$ cat config.mk
export PLATFORM = sky130hd
export DESIGN_NAME = hd44780_responder
export DESIGN_NICKNAME = d
export VERILOG_FILES = /design/src/rtl/hd44780_pkg.sv /design/src/rtl/hd44780_ddram.sv /design/src/rtl/hd44780_responder.sv
export SDC_FILE = /design/constraint.sdc
export NUM_CORES = 1
export LEC_CHECK = 0
export ABC_AREA = 1
export ABC_CLOCK_PERIOD_IN_PS = 3350
export CAP_MARGIN = 20
export CORE_MARGIN = 4
export CORE_UTILIZATION = 35
export DETAILED_ROUTE_END_ITERATION = 8
export SYNTH_ARGS = -nofsm -noshare
export SYNTH_HDL_FRONTEND = slang
export SYNTH_SLANG_ARGS = --single-unit
$ cat constraint.sdc
create_clock -name clk -period 3.35 [get_ports clk]
set_input_delay 0.5025 -clock clk [delete_from_list [all_inputs] [get_ports clk]]
set_output_delay 0.5025 -clock clk [all_outputs]
set_load 0.05 [all_outputs]
$ cat src/rtl/hd44780_pkg.sv
// Shared HD44780 definitions: opcodes, DDRAM constants, FSM encoding, address helper.
package hd44780_pkg;

  localparam logic [7:0] CMD_CLEAR   = 8'h01;
  localparam logic [7:0] CMD_HOME    = 8'h02;
  localparam logic [7:0] CMD_ENTRY   = 8'h04;
  localparam logic [7:0] CMD_DISPCTL = 8'h08;
  localparam logic [7:0] CMD_SHIFT   = 8'h10;
  localparam logic [7:0] CMD_FUNC    = 8'h20;
  localparam logic [7:0] CMD_CGRAM   = 8'h40;
  localparam logic [7:0] CMD_DDRAM   = 8'h80;

  localparam logic [6:0] LINE2_BASE  = 7'h40;
  localparam logic [7:0] SPACE       = 8'h20;

  typedef enum logic [1:0] {
    ST_IDLE,
    ST_EXEC,
    ST_CLEARING,
    ST_BUSY
  } state_t;

  // Step a DDRAM address one position; line ends wrap onto the other line.
  function automatic logic [6:0] next_addr(input logic [6:0] a, input logic up);
    logic [6:0] r;
    if (up) begin
      if (a == 7'h0F)             r = LINE2_BASE;
      else if (a == 7'h4F)        r = 7'h00;
      else                        r = a + 7'd1;
    end else begin
      if (a == 7'h00)             r = 7'h4F;
      else if (a == LINE2_BASE)   r = 7'h0F;
      else                        r = a - 7'd1;
    end
    return r;
  endfunction

endpackage

$ cat src/rtl/hd44780_ddram.sv
// 32x8 DDRAM mirror: synchronous write port A, registered read port B (read-before-write).
module hd44780_ddram (
  input  logic       clk,
  input  logic       i_we_a,
  input  logic [4:0] i_addr_a,
  input  logic [7:0] i_wdata_a,
  input  logic [4:0] i_addr_b,
  output logic [7:0] o_rdata_b
);

  logic [7:0] r_mem [32];
  logic [7:0] r_rdata;

  // Port A write
  always_ff @(posedge clk) begin
    if (i_we_a) r_mem[i_addr_a] <= i_wdata_a;
  end

  // Port B registered read; a colliding write is seen on the next read
  always_ff @(posedge clk) begin
    r_rdata <= r_mem[i_addr_b];
  end

  assign o_rdata_b = r_rdata;

endmodule

$ cat src/rtl/hd44780_responder.sv
// HD44780-compatible bus responder: samples the writer's strobe, decodes
// commands/data, keeps a 2x16 DDRAM mirror plus cursor and mode state.
module hd44780_responder
  import hd44780_pkg::*;
#(
  parameter int DATA_BITS    = 8,
  parameter int NUM_COLS     = 16,
  parameter int BUSY_CYCLES  = 2000,
  parameter int CLEAR_CYCLES = 82000,
  parameter int SYNC_STAGES  = 2
) (
  input  logic                 clk,
  input  logic                 reset,
  input  logic                 lcd_rs,
  input  logic                 lcd_rw,
  input  logic                 lcd_en,
  input  logic [DATA_BITS-1:0] lcd_data_in,
  output logic [DATA_BITS-1:0] lcd_data_out,
  output logic                 lcd_data_oe,
  input  logic [4:0]           rd_addr,
  output logic [7:0]           rd_char,
  output logic [6:0]           cursor_addr,
  output logic                 busy,
  output logic                 display_on,
  output logic                 cursor_on,
  output logic                 blink_on,
  output logic                 two_line,
  output logic                 incr_mode,
  output logic                 err_pulse
);

  localparam int MAXC = (CLEAR_CYCLES > BUSY_CYCLES) ? CLEAR_CYCLES : BUSY_CYCLES;
  localparam int CW   = $clog2(MAXC + 1);
  localparam int FILL_N = 2 * NUM_COLS;
  localparam logic [4:0] FILL_LAST = 5'(FILL_N - 1);

  logic [SYNC_STAGES-1:0] r_en_sync;
  logic                   r_en_d;
  logic                   r_rs, r_rw;
  logic [DATA_BITS-1:0]   r_data;
  logic                   w_en_s, w_fall;

  state_t                 r_state;
  logic [CW-1:0]          r_cnt;
  logic [4:0]             r_fill;
  logic [6:0]             r_addr;
  logic                   r_disp, r_curs, r_blink, r_two, r_inc, r_err;
  logic                   r_cmd_rs;
  logic [7:0]             r_cmd;

  logic                   w_we;
  logic [4:0]             w_waddr;
  logic [7:0]             w_wdata;

  // Strobe synchronizer, edge history and per-cycle capture of rs/rw/data
  always_ff @(posedge clk) begin
    if (!reset) begin
      r_en_sync <= '0;
      r_en_d    <= 1'b0;
      r_rs      <= 1'b0;
      r_rw      <= 1'b0;
      r_data    <= '0;
    end else begin
      r_en_sync <= {r_en_sync[SYNC_STAGES-2:0], lcd_en};
      r_en_d    <= w_en_s;
      r_rs      <= lcd_rs;
      r_rw      <= lcd_rw;
      r_data    <= lcd_data_in;
    end
  end

  assign w_en_s = r_en_sync[SYNC_STAGES-1];
  assign w_fall = r_en_d & ~w_en_s;

  // Access FSM: capture in IDLE, apply in EXEC, fill in CLEARING, time out in BUSY
  always_ff @(posedge clk) begin
    if (!reset) begin
      r_state  <= ST_IDLE;
      r_cnt    <= '0;
      r_fill   <= '0;
      r_addr   <= 7'h00;
      r_disp   <= 1'b0;
      r_curs   <= 1'b0;
      r_blink  <= 1'b0;
      r_two    <= 1'b0;
      r_inc    <= 1'b1;
      r_err    <= 1'b0;
      r_cmd_rs <= 1'b0;
      r_cmd    <= 8'h00;
    end else begin
      r_err <= 1'b0;
      // Data reads are unsupported; writes arriving while busy are dropped
      if (w_fall && r_rw && r_rs)                     r_err <= 1'b1;
      if (w_fall && !r_rw && (r_state != ST_IDLE))    r_err <= 1'b1;
      case (r_state)
        ST_IDLE: begin
          if (w_fall && !r_rw) begin
            r_cmd_rs <= r_rs;
            r_cmd    <= 8'(r_data);
            r_state  <= ST_EXEC;
          end
        end
        ST_EXEC: begin
          r_state <= ST_BUSY;
          r_cnt   <= CW'(BUSY_CYCLES - 1);
          if (r_cmd_rs) begin
            r_addr <= next_addr(r_addr, r_inc);
          end else if ((r_cmd & CMD_DDRAM) != 8'h00) begin
            r_addr <= {r_cmd[6], 2'b00, r_cmd[3:0]};
          end else if ((r_cmd & CMD_CGRAM) != 8'h00) begin
            r_err <= 1'b1;
          end else if ((r_cmd & CMD_FUNC) != 8'h00) begin
            r_two <= r_cmd[3];
            if (!r_cmd[4]) r_err <= 1'b1;
          end else if ((r_cmd & CMD_SHIFT) != 8'h00) begin
            if (r_cmd[3]) r_err  <= 1'b1;
            else          r_addr <= next_addr(r_addr, r_cmd[2]);
          end else if ((r_cmd & CMD_DISPCTL) != 8'h00) begin
            r_disp  <= r_cmd[2];
            r_curs  <= r_cmd[1];
            r_blink <= r_cmd[0];
          end else if ((r_cmd & CMD_ENTRY) != 8'h00) begin
            r_inc <= r_cmd[1];
            if (r_cmd[0]) r_err <= 1'b1;
          end else if ((r_cmd & CMD_HOME) != 8'h00) begin
            r_addr <= 7'h00;
            r_cnt  <= CW'(CLEAR_CYCLES - 1);
          end else if ((r_cmd & CMD_CLEAR) != 8'h00) begin
            r_addr  <= 7'h00;
            r_inc   <= 1'b1;
            r_fill  <= 5'd0;
            r_state <= ST_CLEARING;
          end
        end
        ST_CLEARING: begin
          r_fill <= r_fill + 5'd1;
          if (r_fill == FILL_LAST) begin
            r_state <= ST_BUSY;
            r_cnt   <= CW'(CLEAR_CYCLES - FILL_N - 1);
          end
        end
        ST_BUSY: begin
          // Counter value N keeps BUSY for N cycles, so EXEC+BUSY spans the full budget
          if (r_cnt <= CW'(1)) r_state <= ST_IDLE;
          else                 r_cnt   <= r_cnt - CW'(1);
        end
        default: r_state <= ST_IDLE;
      endcase
    end
  end

  // RAM write mux; gated by reset so an aborted clear leaves the rest untouched
  assign w_we    = reset && ((r_state == ST_CLEARING) || ((r_state == ST_EXEC) && r_cmd_rs));
  assign w_waddr = (r_state == ST_CLEARING) ? r_fill : {r_addr[6], r_addr[3:0]};
  assign w_wdata = (r_state == ST_CLEARING) ? SPACE : r_cmd;

  hd44780_ddram u_ddram (
    .clk       (clk),
    .i_we_a    (w_we),
    .i_addr_a  (w_waddr),
    .i_wdata_a (w_wdata),
    .i_addr_b  (rd_addr),
    .o_rdata_b (rd_char)
  );

  assign busy         = (r_state != ST_IDLE);
  assign lcd_data_oe  = w_en_s & r_rw;
  assign lcd_data_out = (lcd_data_oe && !r_rs) ? DATA_BITS'({busy, r_addr}) : '0;
  assign cursor_addr  = r_addr;
  assign display_on   = r_disp;
  assign cursor_on    = r_curs;
  assign blink_on     = r_blink;
  assign two_line     = r_two;
  assign incr_mode    = r_inc;
  assign err_pulse    = r_err;

endmodule

# Word level (Yosys, flattened, before mapping)
# Memories as Yosys holds them, arrays and structs flattened. A register that Yosys moved wholly into a read port is not among the register bits.
# Index checks and enable logic that the tools add are counted.
# totals
mem_bits_rw	256
reg_bits	59
mem_count	1
in_bits	18
output_inout_bits	31
# mem_list
name	words	word_bits	read_ports	rd_clocked_by_memory_dff	write_ports	line	rtl
u_ddram.r_mem	32	8	1	1	1	hd44780_ddram.sv:11	logic [7:0] r_mem [32];
# op_classes
muxes	71
n_reduce_logical	25
n_lt_le_gt_ge	1
eq_ne	25
bitwise	9
addsub	4
# op_table
cell	count
2-to-1 mux 17 bit	10
2-to-1 mux 7 bit	16
one-hot mux 17 bit (3 select lines)	1
2-to-1 mux 5 bit	10
2-to-1 mux 1 bit	27
!= test 2 bit, second input constant	13
less-or-equal comparator 17 x 1 -> 1 bit, second input constant	1
subtractor 17 x 1 -> 17 bit, second input constant	1
2-to-1 mux 8 bit	2
== test 7 bit, second input constant	2
one-hot mux 5 bit (2 select lines)	1
AND reduction 10 bit	1
!= test 3 x 2 -> 1 bit, second input constant	3
AND reduction 9 bit	1
one-hot mux 2 bit (4 select lines)	1
adder 7 x 1 -> 7 bit, second input constant	1
== test 7 x 4 -> 1 bit, second input constant	1
logical AND 1 bit	7
zero test 7 bit	1
NOT 1 bit	7
AND reduction 7 bit	1
subtractor 7 x 1 -> 7 bit, second input constant	1
2-to-1 mux 2 bit	3
AND reduction 3 bit	2
other kinds (16)	21

# Longest topological paths before layout
# logic_depth
ltp_word	15
depth_mapped	12
depth_no_buf	11

# Modules after synthesis
# Synthesis repeated with hierarchy kept, for this count alone.
# unflattened
hier_cells	1476
area_unflattened_um2	14343.8
# modules_own_cells
module	area_per_inst_um2	seq_area_each_um2	n_inst	cells_each
hd44780_ddram	10786.6	7847.5	1	922
hd44780_responder	3557.2	1181.1	1	554

# Worst setup path before layout
# OpenSTA, ideal clock, no wires.
# synth_timing
kind	reg-to-reg
from	register r_addr[3], in the netlist cursor_addr[3]
to	memory u_ddram.r_mem[13][0], enable pin
required_ps	2980
setup_ps	370
slack_ps	1113
path_stages_with_launch	7
path_buffers	0
t_arrival_ps	1866
synth_period_minus_slack_ps	2237
path_cell_list	dfxtp_1 -> inv_1 -> o21ai_0 -> inv_1 -> nor2_1 -> nand2_1 -> nor2_1
# synth_between
elab_chain_len	1
# synth_rtl
element	line	rtl
start, declared	hd44780_responder.sv:46	logic [6:0] r_addr;
start signal, assigned	hd44780_responder.sv:107	r_addr <= next_addr(r_addr, r_inc);
start signal, assigned	hd44780_responder.sv:109	r_addr <= {r_cmd[6], 2'b00, r_cmd[3:0]};
start signal, assigned	hd44780_responder.sv:117	else r_addr <= next_addr(r_addr, r_cmd[2]);
2-to-1 mux 5 bit	hd44780_responder.sv:154	assign w_waddr = (r_state == ST_CLEARING) ? r_fill : {r_addr[6], r_addr[3:0]};
end, declared	hd44780_ddram.sv:11	
# No other way between the ends.

# Worst setup path in the final report
# layout_timing
from	register r_state[0]
to	memory u_ddram.r_mem[24][3], enable pin
# layout_between
elab_chain_len	6
elab_cells_between_ends	8
classes_between	2 x eq/ne; 3 x mux; 3 x reduce/logical
# layout_rtl
element	line	rtl
start, declared	hd44780_responder.sv:43	state_t r_state;
start signal, assigned	hd44780_responder.sv:78	r_state <= ST_IDLE;
start signal, assigned	hd44780_responder.sv:100	r_state <= ST_EXEC;
start signal, assigned	hd44780_responder.sv:104	r_state <= ST_BUSY;
== test 2 x 1 -> 1 bit	hd44780_responder.sv:153	assign w_we = reset && ((r_state == ST_CLEARING) || ((r_state == ST_EXEC) && r_cmd_rs));
logical AND 1 bit	hd44780_responder.sv:153	
logical OR 1 bit	hd44780_responder.sv:153	
logical AND 1 bit	hd44780_responder.sv:153	
2-to-1 mux 1 bit	hd44780_ddram.sv:16	if (i_we_a) r_mem[i_addr_a] <= i_wdata_a;
2-to-1 mux 1 bit (not written as such)	hd44780_ddram.sv:16	
# Several ways; a longest one is shown, not always the timed one.

==> metrics.txt <==
WP data required 3.49 ns; first-pass GRT wire length 55700 um; Post-Route WL approximately 35000 um; RSZ-0062 raised after global routing false; sequential area share after synthesis 0.641; syn avg cell area 10.8 um^2; post-CTS setup buffers 0; Root Buffer Master clkbuf_16; Tcrit/Tclk final 0.869; clk_skew 0.0210 ns; Via density 5.23; remaining antenna violation count after routing 0; CP Capture Type register; layout cells sized above 1 0.101; diode count 0; crit-path cells inv_1, ha_1, inv_1, buf_4, nor2_1, a21oi_1, inv_1, nand3_1, buf_4, nor2_1; Pwr Total 10.9 mW; DRC errors left 0; CTS resizes 0; Vias around 10000; setup TNS 0 ns; flip-flop and latch area 0.00903 mm^2; Bufs on Longest Clock Path 3; Worst R2R Start r_state[0]$_SDFFE_PN0P_; main area contributors after synthesis edfxtp_1 55%, dfxtp_1 9.5%, nor2_1 5.8%; Max VDD drop 0.000343 V; total congestion overflow 0; Worst path slowest cell nor2_1; CTS tree built; Hold Buf Count CTS 0; Slew Limit Fails 0; Hold Path Origin r_en_sync[0]$_SDFF_PN0_; status complete, no violations; Most used DFF post-synth edfxtp_1; largest net degree at the start of global routing 81; FP Rows 73; min cycle time layout 2.91 ns; worst setup path startpoint r_state[0]$_SDFFE_PN0P_; Mapped Area 0.0141 mm^2; Least-Margin Pin Slew 0.763 ns; cell mode on critical path inv_1; Net Sw Power 3.33 mW; CP arrival 3.05 ns; Rel. slew slack 0.489; register bit total from synthesis 323; number of fill cells about 3800; Cell Pwr Density around 670 mW/mm^2; Post-synth EDFFs 256; synth warn 0; Post-DP HPWL 22700 um; Final Hold Viols 0; vias in the first global route 9704; Worst-path clk slew ~0.060 ns; I/O pin count 49; Clock Latency Late Sink approximately 0.52 ns; part of the power in combinational logic 0.212; switch share 0.304; initial core utilization 0.354; Clock power frac 0.361; area of the multi-input gates 0.00445 mm^2; Die Height 209 um; crit path launch type register; Buf+Inv Stages, Crit Path 5; Leak 5.85 nW; RePlAce Congestion ~0.86; P_int 7.61 mW; Max Clk Rate 344 MHz; Total GRT Usage 0.159; synth unique cells 39; share of power burned in registers 0.427; die area 0.0435 mm^2; initial antenna violation count 0; nets@finish ~1400; H-tree Lvls 2; core area around 0.040 mm^2; WS Path Type register to register; Worst path max stage delay 0.55 ns; average wire per standard cell 18.6 um; Area growth syn-to-layout 16.4%; drt pass-1 iters 7; Hold Crit Class register to register; clk sink count 323; Gate Count Post-Synth 1306; Largest delay share family, worst path buffers and inverters; max-cap violations 0; Yosys top cell by area edfxtp_1; initial drt markers slightly below 800; Synth top area share 0.546; critical path fanouts, max 14; Setup violations, final 0; Die Wd 209 um; syn nets between 1000 and 1500; Inserted Clock Buffers 36; ys async rst share 0; # port buffers between 40 and 50
[registers in the layout, indices dropped and copies added (netlist names), 2 cells and up]
register and flops:
cursor_addr 7, r_cmd 8, r_cnt 17, r_data 8, r_en_sync 2, r_fill 5
r_state 2, u_ddram.o_rdata_b 8, u_ddram.r_mem 256
[cells in the final DEF (no fill, tap or decap), types with 5 or more instances in the layout]
| cell type | instances |
|---|---|
| clkbuf_16 | 38 |
| buf_4 | 28 |
| xor2_1 | 10 |
| o211ai_1 | 28 |
| clkinv_1 | 5 |
| o221ai_1 | 40 |
| clkinv_2 | 9 |
| nand2_2 | 15 |
| nand3_1 | 81 |
| edfxtp_1 | 256 |
| inv_1 | 74 |
| nand4_1 | 6 |
| nand2_1 | 153 |
| nor3_1 | 5 |
| o21a_1 | 24 |
| a21oi_2 | 11 |
| ha_1 | 12 |
| nor2_1 | 209 |
| dfxtp_1 | 67 |
| a21oi_1 | 40 |
| o21ai_0 | 103 |
| clkdlybuf4s50_1 | 46 |
| o21bai_1 | 64 |
| nor2_2 | 14 |
[metrics by stage]
| stage | utilization | area, um^2 | setup slack, ns | hold WS, ns | cells |
|---|---|---|---|---|---|
| 2_1_floorplan | - | 14100 | 1.11 | 0.390 | 1306 |
| 3_3_place_gp | 0.382 | 15200 | 0.597 | 0.397 | 1838 |
| 3_5_place_dp | 0.382 | 15200 | 0.484 | 0.405 | 1838 |
| 4_1_cts | 0.412 | 16400 | 0.453 | 0.419 | 1904 |
| 5_1_grt | 0.412 | 16400 | 0.215 | 0.429 | 1904 |
| 6_report | 0.412 | 16400 | 0.440 | 0.415 | 1904 |
[synth_stat cells, types with 2 or more instances]
master    number
a21oi_1       40
a21oi_2       11
a31oi_1        4
and3_1         2
buf_1          2
buf_2         21
buf_4          4
clkbuf_1      41
dfxtp_1       67
edfxtp_1     256
ha_1          12
inv_1         74
nand2_1      153
nand2_2       15
nand3_1       81
nand3_4        2
nand3b_1       3
nand4_1        6
nor2_1       216
nor2_2         7
nor3_1         5
o211ai_1      28
o21a_1        24
o21ai_0      103
o21bai_1      64
o221ai_1      40
or2_2          4
xor2_1        10
[layout make-up]
cell class | count | area share
flip-flops and latches | 323 | 0.551
repair buffers | 78 | 0.0458
well taps | 525 | 0.0401
clock buffers | 44 | 0.0607
inverters | 76 | 0.0175
clock inverters | 22 | 0.0130
multi-input cells | 836 | 0.272
[worst reg2reg max path, delay by kind of cell (launching register included)]
family | cells | cell delay, ns
AND/OR/NAND/NOR | 3 | 0.81
adder cells (fa/ha/maj) | 1 | 0.46
flip-flops | 1 | 0.35
AO/OA/AOI/OAI | 1 | 0.09
buffers and inverters | 5 | 0.81
[final timing paths]
kind	slack [ns]	endpoint	cells past startpoint
worst min-delay path	0.41	r_en_sync[1]$_SDFF_PN0_	2
worst min register to register	0.41	r_en_sync[1]$_SDFF_PN0_	2
worst max register to register	0.44	u_ddram.r_mem[24][3]$_DFFE_PP_	10
worst max-delay path	0.44	u_ddram.r_mem[24][3]$_DFFE_PP_	10
[routing by layer]
| metal | track usage | up-vias | share of wire |
|---|---|---|---|
| li1 | - | 4728 | - |
| met1 | 0.231 | 4792 | 0.46 |
| met2 | 0.249 | 359 | 0.45 |
| met3 | 0.0243 | 72 | 0.062 |
| met4 | 0.0459 | 0 | 0.026 |
| met5 | 0 | - | 0 |
[kinds of logic after synthesis]
| group | after synthesis | synth area share |
|---|---|---|
| AO/OA/AOI/OAI | 316 | 0.147 |
| XOR/XNOR | 11 | 0.00684 |
| adder cells (fa/ha/maj) | 12 | 0.0107 |
| buffers and inverters | 147 | 0.0436 |
| flip-flops | 323 | 0.641 |
| AND/OR/NAND/NOR | 497 | 0.150 |
[power by group through the flow]
| stage | clock network, mW | logic [mW] | registers, mW |
|---|---|---|---|
| CTS | 4.03 | 2.33 | 4.67 |
| finish | 3.95 | 2.32 | 4.67 |
| detailed placement | 0 | 2.32 | 4.75 |
| global placement | 0 | 2.30 | 4.75 |
| floorplan | 0 | 1.69 | 4.78 |
| global route | 4.21 | 2.62 | 4.69 |
No activity file was read; power rests on OpenSTA's default activity.
